$ cat src/rtl/uart_display_sequencer.sv
// uart_display_sequencer
// Queues bytes from the UART receiver in a small circular FIFO and paces
// them onto the dual hex display: every byte is preceded by a blank gap of
// BLANK_CYCLES clocks and then held for HOLD_CYCLES clocks. After the queue
// drains, the last byte shown stays lit until a new one arrives.

module uart_display_sequencer #(
   parameter int DEPTH        = 4,
   parameter int HOLD_CYCLES  = 25_000_000,
   parameter int BLANK_CYCLES = 2_500_000
) (
   input  logic                     clk,
   input  logic                     rst,
   input  logic [7:0]               rx_byte,
   input  logic                     rx_data_valid,
   output logic [7:0]               disp_byte,
   output logic                     disp_on,
   output logic [$clog2(DEPTH):0]   fifo_count,
   output logic                     overflow
);

   // Pointer and count widths. DEPTH is a power of two, so the pointers
   // wrap modulo DEPTH simply by overflowing.
   localparam int AW = $clog2(DEPTH);
   localparam int CW = AW + 1;

   // The one timer serves both the blank and hold phases, so it must
   // reach the larger of the two terminal values.
   localparam int TMAX = (HOLD_CYCLES > BLANK_CYCLES) ? HOLD_CYCLES : BLANK_CYCLES;
   localparam int TW   = (TMAX > 1) ? $clog2(TMAX) : 1;

   localparam logic [CW-1:0] ZERO_C     = {CW{1'b0}};
   localparam logic [CW-1:0] ONE_C      = CW'(1);
   localparam logic [CW-1:0] DEPTH_C    = CW'(DEPTH);
   localparam logic [AW-1:0] PTR_ONE    = AW'(1);
   localparam logic [TW-1:0] TIMER_ZERO = {TW{1'b0}};
   localparam logic [TW-1:0] TIMER_ONE  = TW'(1);
   localparam logic [TW-1:0] BLANK_LAST = TW'(BLANK_CYCLES - 1);
   localparam logic [TW-1:0] HOLD_LAST  = TW'(HOLD_CYCLES - 1);

   typedef enum logic [1:0] {
      ST_IDLE  = 2'd0,
      ST_BLANK = 2'd1,
      ST_SHOW  = 2'd2
   } state_t;

   // FIFO storage and bookkeeping
   logic [7:0]    mem_r [DEPTH];
   logic [AW-1:0] wr_ptr_r, wr_ptr_s;
   logic [AW-1:0] rd_ptr_r, rd_ptr_s;
   logic [CW-1:0] count_r, count_s;
   logic          push_s;
   logic          drop_s;

   // Sequencer state
   state_t        state_r, state_s;
   logic [TW-1:0] timer_r, timer_s;
   logic          pop_s;
   logic          shown_r, shown_s;

   // Registered outputs
   logic [7:0]    disp_byte_r, disp_byte_s;
   logic          disp_on_r, disp_on_s;
   logic          overflow_r, overflow_s;

   // Next-state logic for the IDLE/BLANK/SHOW sequencer and the pop strobe.
   always_comb begin
      state_s = state_r;
      timer_s = timer_r;
      pop_s   = 1'b0;
      case (state_r)
         ST_IDLE: begin
            if (count_r != ZERO_C) begin
               state_s = ST_BLANK;
               timer_s = TIMER_ZERO;
            end else begin
               state_s = ST_IDLE;
            end
         end
         ST_BLANK: begin
            // Entered only with a non-empty queue, and nothing else pops,
            // so the head is always valid when the gap expires.
            if (timer_r == BLANK_LAST) begin
               pop_s   = 1'b1;
               state_s = ST_SHOW;
               timer_s = TIMER_ZERO;
            end else begin
               timer_s = timer_r + TIMER_ONE;
            end
         end
         ST_SHOW: begin
            if (timer_r == HOLD_LAST) begin
               timer_s = TIMER_ZERO;
               if (count_r != ZERO_C) begin
                  state_s = ST_BLANK;
               end else begin
                  state_s = ST_IDLE;
               end
            end else begin
               timer_s = timer_r + TIMER_ONE;
            end
         end
         default: begin
            state_s = ST_IDLE;
            timer_s = TIMER_ZERO;
         end
      endcase
   end

   // Push/drop decision: a full queue still accepts a byte if it pops in the same cycle.
   always_comb begin
      push_s = 1'b0;
      drop_s = 1'b0;
      if (rx_data_valid) begin
         if ((count_r < DEPTH_C) || pop_s) begin
            push_s = 1'b1;
         end else begin
            drop_s = 1'b1;
         end
      end else begin
         push_s = 1'b0;
         drop_s = 1'b0;
      end
   end

   // FIFO pointer and occupancy updates; a push with a pop keeps the count.
   always_comb begin
      wr_ptr_s = wr_ptr_r;
      rd_ptr_s = rd_ptr_r;
      count_s  = count_r;
      if (push_s) begin
         wr_ptr_s = wr_ptr_r + PTR_ONE;
      end else begin
         wr_ptr_s = wr_ptr_r;
      end
      if (pop_s) begin
         rd_ptr_s = rd_ptr_r + PTR_ONE;
      end else begin
         rd_ptr_s = rd_ptr_r;
      end
      case ({push_s, pop_s})
         2'b10:   count_s = count_r + ONE_C;
         2'b01:   count_s = count_r - ONE_C;
         default: count_s = count_r;
      endcase
   end

   // Next values of the display byte, the lit flag and the sticky overflow.
   always_comb begin
      disp_byte_s = disp_byte_r;
      shown_s     = shown_r | pop_s;
      overflow_s  = overflow_r | drop_s;
      disp_on_s   = 1'b0;
      if (pop_s) begin
         disp_byte_s = mem_r[rd_ptr_r];
      end else begin
         disp_byte_s = disp_byte_r;
      end
      // Lit while showing, and while idle once something has been shown.
      case (state_s)
         ST_SHOW:  disp_on_s = 1'b1;
         ST_IDLE:  disp_on_s = shown_s;
         ST_BLANK: disp_on_s = 1'b0;
         default:  disp_on_s = 1'b0;
      endcase
   end

   // FIFO storage write. At full with a same-cycle pop the write may land on
   // the slot being read; the read above still sees the old contents.
   always_ff @(posedge clk) begin
      if (!rst && push_s) begin
         mem_r[wr_ptr_r] <= rx_byte;
      end
   end

   // State, pointer and output registers with synchronous reset priority.
   always_ff @(posedge clk) begin
      if (rst) begin
         state_r     <= ST_IDLE;
         timer_r     <= TIMER_ZERO;
         wr_ptr_r    <= {AW{1'b0}};
         rd_ptr_r    <= {AW{1'b0}};
         count_r     <= ZERO_C;
         shown_r     <= 1'b0;
         disp_byte_r <= 8'h00;
         disp_on_r   <= 1'b0;
         overflow_r  <= 1'b0;
      end else begin
         state_r     <= state_s;
         timer_r     <= timer_s;
         wr_ptr_r    <= wr_ptr_s;
         rd_ptr_r    <= rd_ptr_s;
         count_r     <= count_s;
         shown_r     <= shown_s;
         disp_byte_r <= disp_byte_s;
         disp_on_r   <= disp_on_s;
         overflow_r  <= overflow_s;
      end
   end

   assign disp_byte  = disp_byte_r;
   assign disp_on    = disp_on_r;
   assign fifo_count = count_r;
   assign overflow   = overflow_r;

endmodule

$ cat config.mk
export PLATFORM = sky130hd
export DESIGN_NAME = uart_display_sequencer
export DESIGN_NICKNAME = d
export VERILOG_FILES = /design/src/rtl/uart_display_sequencer.sv
export SDC_FILE = /design/constraint.sdc
export NUM_CORES = 1
export LEC_CHECK = 0
export ABC_AREA = 0
export BUFFER_PORTS_ARGS = -buffer_cell sky130_fd_sc_hd__buf_4
export CAP_MARGIN = 20
export CORE_AREA = 2 2 85 87
export DETAILED_ROUTE_END_ITERATION = 6
export DIE_AREA = 0 0 87 89
export PLACE_DENSITY = 0.7
export SYNTH_ARGS = -nofsm -noshare
export SYNTH_HDL_FRONTEND = slang
export SYNTH_SLANG_ARGS = --single-unit
$ cat constraint.sdc
create_clock -name clk -period 3.2 [get_ports clk]
set_input_delay 0.48 -clock clk [delete_from_list [all_inputs] [get_ports clk]]
set_output_delay 0.48 -clock clk [all_outputs]
set_load 0.05 [all_outputs]
[After elaboration in Yosys (flattened, before gate mapping)]
Memory sizes are Yosys's and may differ from the RTL's. A register that Yosys moved wholly into a read port is not among the register bits.
Cells that the tools add are included.
Storage, ports and cells
  register bits after elaboration: 37
  input port bits: 11
  output and inout port bits: 13
  logic and storage cells: 50
  bits in writable memories: 32
  memories: 1
Cells by class
  reductions and logical operators: 7
  equal/unequal tests: 8
  bitwise gates (word level): 2
  order comparisons: 1
  add/sub/neg operators: 5
  multiplexer cells: 18
Memory list
  mem_r: depth 4, bits a word 8, rd ports 1, clocked after Yosys merged registers in 1, write ports 1, RTL line 48  | logic [7:0] mem_r [DEPTH];
Operator list (count)
  2-to-1 mux 25 bit: 3
  one-hot mux 25 bit (3 select lines): 1
  adder 25 x 1 -> 25 bit, second input constant: 1
  == test 25 x 22 -> 1 bit, second input constant: 1
  == test 25 bit, second input constant: 1
  2-to-1 mux 1 bit: 9
  == test 2 bit, second input constant: 3
  one-hot mux 2 bit (3 select lines): 1
  one-hot mux 3 bit (2 select lines): 1
  adder 2 x 1 -> 2 bit, second input constant: 2
  == test 2 x 1 -> 1 bit, second input constant: 2
  zero test 2 bit: 2
  2-to-1 mux 2 bit: 2
  adder 3 x 1 -> 3 bit, second input constant: 1
  < comparator 3 bit, second input constant: 1
  nonzero test 3 bit: 1
  subtractor 3 x 1 -> 3 bit, second input constant: 1
  inequality test 2 bit, second input constant: 1
  bitwise OR 1 bit: 2
  one-hot mux 1 bit (2 select lines): 1
  nonzero test 2 bit: 1
  logical AND 1 bit: 1
  zero test 1 bit: 1
  logical OR 1 bit: 1

[Longest topological paths before layout]
  depth after elaboration: 9
  gate-level depth with buffers: 12
  mapped depth without buffers: 12

[Worst setup path before layout]
No wires, ideal clock.
  path kind: flip-flop to flip-flop
  from: register timer_r[19]
  to: register count_r[2], in the netlist fifo_count[2]
  stages on the path, launching flop included: 12
  slack: 0.558 ns
  buffers on the path: 0
  period minus slack after synthesis: 2.642 ns
  required time: 3.130 ns
  arrival: 2.572 ns
  library setup time: 0.070 ns
  cells stage by stage: dfxtp_1 or4b_4 nor4_4 nand3_2 a21boi_2 inv_1 ha_1 inv_1 fa_1 xor2_1 or3_1 a21oi_1
On the way
  cells in the longest elaborated chain, start to end: 8
  elaborated cells on any way between the ends: 10
  those cells by class: 3 x eq/ne; 5 x mux; 2 x reduce/logical
Ends and longest elaborated chain
  from (decl): RTL line 57  | logic [TW-1:0] timer_r, timer_s;
  from (signal assigned): RTL line 190  | timer_r <= timer_s;
  == test 25 x 22 -> 1 bit (*): RTL line 83  | if (timer_r == BLANK_LAST) begin
  2-to-1 mux 1 bit (*): RTL line 83
  2-to-1 mux 1 bit (*): RTL line 71  | case (state_r)
  logical OR 1 bit: RTL line 115  | if ((count_r < DEPTH_C) || pop_s) begin
  2-to-1 mux 1 bit: RTL line 115
  2-to-1 mux 1 bit: RTL line 114  | if (rx_data_valid) begin
  == test 2 x 1 -> 1 bit or == test 2 bit (tied branches): RTL line 141  | case ({push_s, pop_s})
  one-hot mux 3 bit (2 select lines) or nonzero test 2 bit (tied branches)
  to (signal assigned): RTL line 193  | count_r <= count_s;
  to (decl): RTL line 51  | logic [CW-1:0] count_r, count_s;
Every way passes the cells marked *; elsewhere a longest branch is shown, timed or not.
A chain may end at the register's enable or synchronous reset.

[Worst setup path in the final report]
  from: register timer_r[13]
  to: register count_r[2], in the netlist fifo_count[2]
On the way
  cells in the longest elaborated chain, start to end: 8
  elaborated cells on any way between the ends: 10
  those cells by class: 3 x eq/ne; 5 x mux; 2 x reduce/logical
Ends and longest elaborated chain
  == test 25 x 22 -> 1 bit (*): RTL line 83
  2-to-1 mux 1 bit (*): RTL line 83
  2-to-1 mux 1 bit (*): RTL line 71
  via pop_s: RTL line 58  | logic pop_s;
  logical OR 1 bit: RTL line 115
  2-to-1 mux 1 bit: RTL line 115
  2-to-1 mux 1 bit: RTL line 114
  == test 2 x 1 -> 1 bit or == test 2 bit (tied branches): RTL line 141
  one-hot mux 3 bit (2 select lines) or nonzero test 2 bit (tied branches)
The timed path passes the listed nets; every way through them passes the cells marked *.

==> results.md <==
* Worst Setup End Kind: flop
* Setup WS post-layout at 0.436 ns
* Fillers at 572
* PostCTS Resize Cnt at 0
* 1st-iter DRT viols at 123
* Largest net degree at the start of global routing at 28
* IO Pins at 24
* Placed cells at around 420
* Library cells used by synthesis at 55
* PD cells at 483 mW/mm²
* Via density at ~5.7
* Starting Density at 54.2%
* Antenna diodes at 0
* Post-Syn Area at 0.00364 mm²
* Core Area at 0.00672 mm²
* Post-DP HPWL at about 4.7 mm
* Global-route wire length before repair at 11.1 mm
* Total Die Area at 0.00774 mm²
* Fraction of registers with async set/reset at 0%
* DIE HEIGHT at 89 µm
* Min cycle time layout at 2.76 ns
* Post-CTS Setup Bufs at 0
* Max-cap violations at 0
* Top-area cell type share of the netlist area at between 20% and 30%
* Register area share after synthesis at 51.1%
* TritonCTS Sinks at 77
* Vias in the first global route at 2276
* Number of synthesized flops with an enable pin at 32
* Max Slew Vio Count at 0
* Final Skew at 0.0113 ns
* Nets at 375
* Arr. time, crit path at a little over 3 ns
* CP required at about 3.5 ns
* Post-synthesis cell count at 329
* Hold buffers post-CTS at 0
* Fin area at 0.00402 mm²
* Synth-to-Final Area Change at 10.3%
* Startpoint Class: flop
* Worst vdd ir at approximately 0.19 mV
* Worst-Margin Slew at 0.610 ns
* Clock buffer count from CTS at 9
* Achievable frequency at 362 MHz
* Worst skew pair latency at 0.36 ns
* Non-filler cells, final at 438
* Most common library cells after synthesis: dfxtp_1 (45), nor2_1 (38), nand2_1 (36)
* Total negative slack at 0 ns
* Place WS at 0.456 ns
* Die X at slightly below 90 µm
* Crit Path Max Fanout at 12
* CTS tree: done
* Worst min-delay path category: in2reg
* Max-slew headroom at 59.3%
* Final setup viols at 0
* RSZ-0062 raised after global routing: false
* Setup Crit Path Kind: reg2reg
* Routed WL at 6.70 mm
* Fin crit share at 86.4%
* Row Count at 30
* Ranking of synthesized cells by area: edfxtp_1 (26%), dfxtp_1 (25%), xnor2_1 (5.0%)
* Drt wl/cell at 15.3 µm
* Detailed Routing Iterations Pass 1 at 4
* DRC viols at 0
* Synth warn at 0
* Final Hold Viols at 0
* Synth Flop Type: dfxtp_1
* Placed Area at between 0.003 and 0.004 mm²
* Clock slew at reported path FFs at 0.09 ns
* Global route overflow at 0
* Count leader, synth: dfxtp_1
* All-Layer GR Usage at 19.0%
* Biggest area consumer among synthesized cells: edfxtp_1
* LEAKAGE at 1.33 nW
* Placer Congestion at between 0.8 and 0.9
* Yosys reg bits at 77
* Outcome: completed
* Layout cell share with drive strength beyond 1 at 17.6%
* DRT antenna net count at 0
* H-tree Lvls at 3
* Clock root cell: clkbuf_8
* Via count at 2479
* CTS max path bufs at 2
* Mean Syn Cell Area at 11.1 µm²
* Syn_nets at 351
* PortBufs at 23
* Initial antenna violation count at 0
## registers in the layout, indices dropped and copies added (netlist names)
| name | count |
|---|---|
| wr_ptr_r | 2 |
| disp_on | 1 |
| mem_r | 32 |
| fifo_count | 3 |
| disp_byte | 8 |
| rd_ptr_r | 2 |
| timer_r | 25 |
| overflow | 1 |
| shown_r | 1 |
| state_r | 2 |
## worst max-delay path: stages, from the launching register on
cell and delay (ns):
dfxtp_1 0.45, or3b_1 0.43, nor4_4 0.15, buf_4 0.21, nand4_1 0.09, nor2_1 0.15, ha_1 0.20, inv_1 0.06
fa_1 0.37, xor2_1 0.15, or3_1 0.30, a21oi_1 0.14
## stage by stage
stage	util, %	power, mW	hold WS, ns
final	59.8	1.94	0.319
after global routing	59.8	2.02	0.307
after CTS	59.8	1.96	0.306
after detailed placement	56.8	1.20	0.447
after global placement	56.8	1.20	0.439
after floorplan	-	1.17	0.441
## area by class of cell
cell class	instances	area, µm²	share of cell area, %
multi-input combinational	223	1600	39.8
sequential	77	1860	46.3
tap	80	100	2.49
timing repair buffer	26	195	4.86
clock buffer	9	124	3.08
inverter	16	60.1	1.49
clock inverter	7	80.1	1.99
## per-layer routing
layer	routed length (µm)	track usage [%]	vias up
met4	104	6.82	0
met5	0	0	-
met2	3140	29.8	43
met3	261	4.99	8
li1	-	-	1225
met1	3200	25.7	1203
## layout by cell type, fill, tap and decap left out, types with 11 or more instances in the layout
cell,instances
nor2_1,38
nand2_1,36
a21oi_1,17
buf_4,26
nand3_1,13
inv_1,16
edfxtp_1,32
nor3_1,11
xnor2_1,21
dfxtp_1,45
## worst paths after layout
path,start,endpoint,slack [ns],cells past startpoint
setup reg to reg,timer_r[13],fifo_count[2],0.44,11
setup / recovery,timer_r[13],fifo_count[2],0.44,11
hold reg to reg,disp_byte[6],disp_byte[6],0.46,2
hold / removal,rx_byte[5],mem_r[0][5],0.32,1
## logic make-up (layout without fill, tap and decap cells)
family | Yosys count | after routing | share of synthesized area (%)
AO/OA/AOI/OAI | 37 | 37 | 6.97
XOR/XNOR | 23 | 23 | 5.53
adder cells (fa/ha/maj) | 11 | 11 | 3.98
buffers and inverters | 29 | 58 | 5.05
flip-flops | 77 | 77 | 51.1
multiplexers | 10 | 10 | 5.53
AND/OR/NAND/NOR | 142 | 142 | 21.9
## power by group
| group | internal (mW) | total, mW | switching [mW] |
|---|---|---|---|
| Combinational | 0.0449 | 0.125 | 0.0802 |
| Sequential | 1.04 | 1.05 | 0.0102 |
| Clock | 0.373 | 0.766 | 0.393 |
No activity file was read; power rests on OpenSTA's default activity.
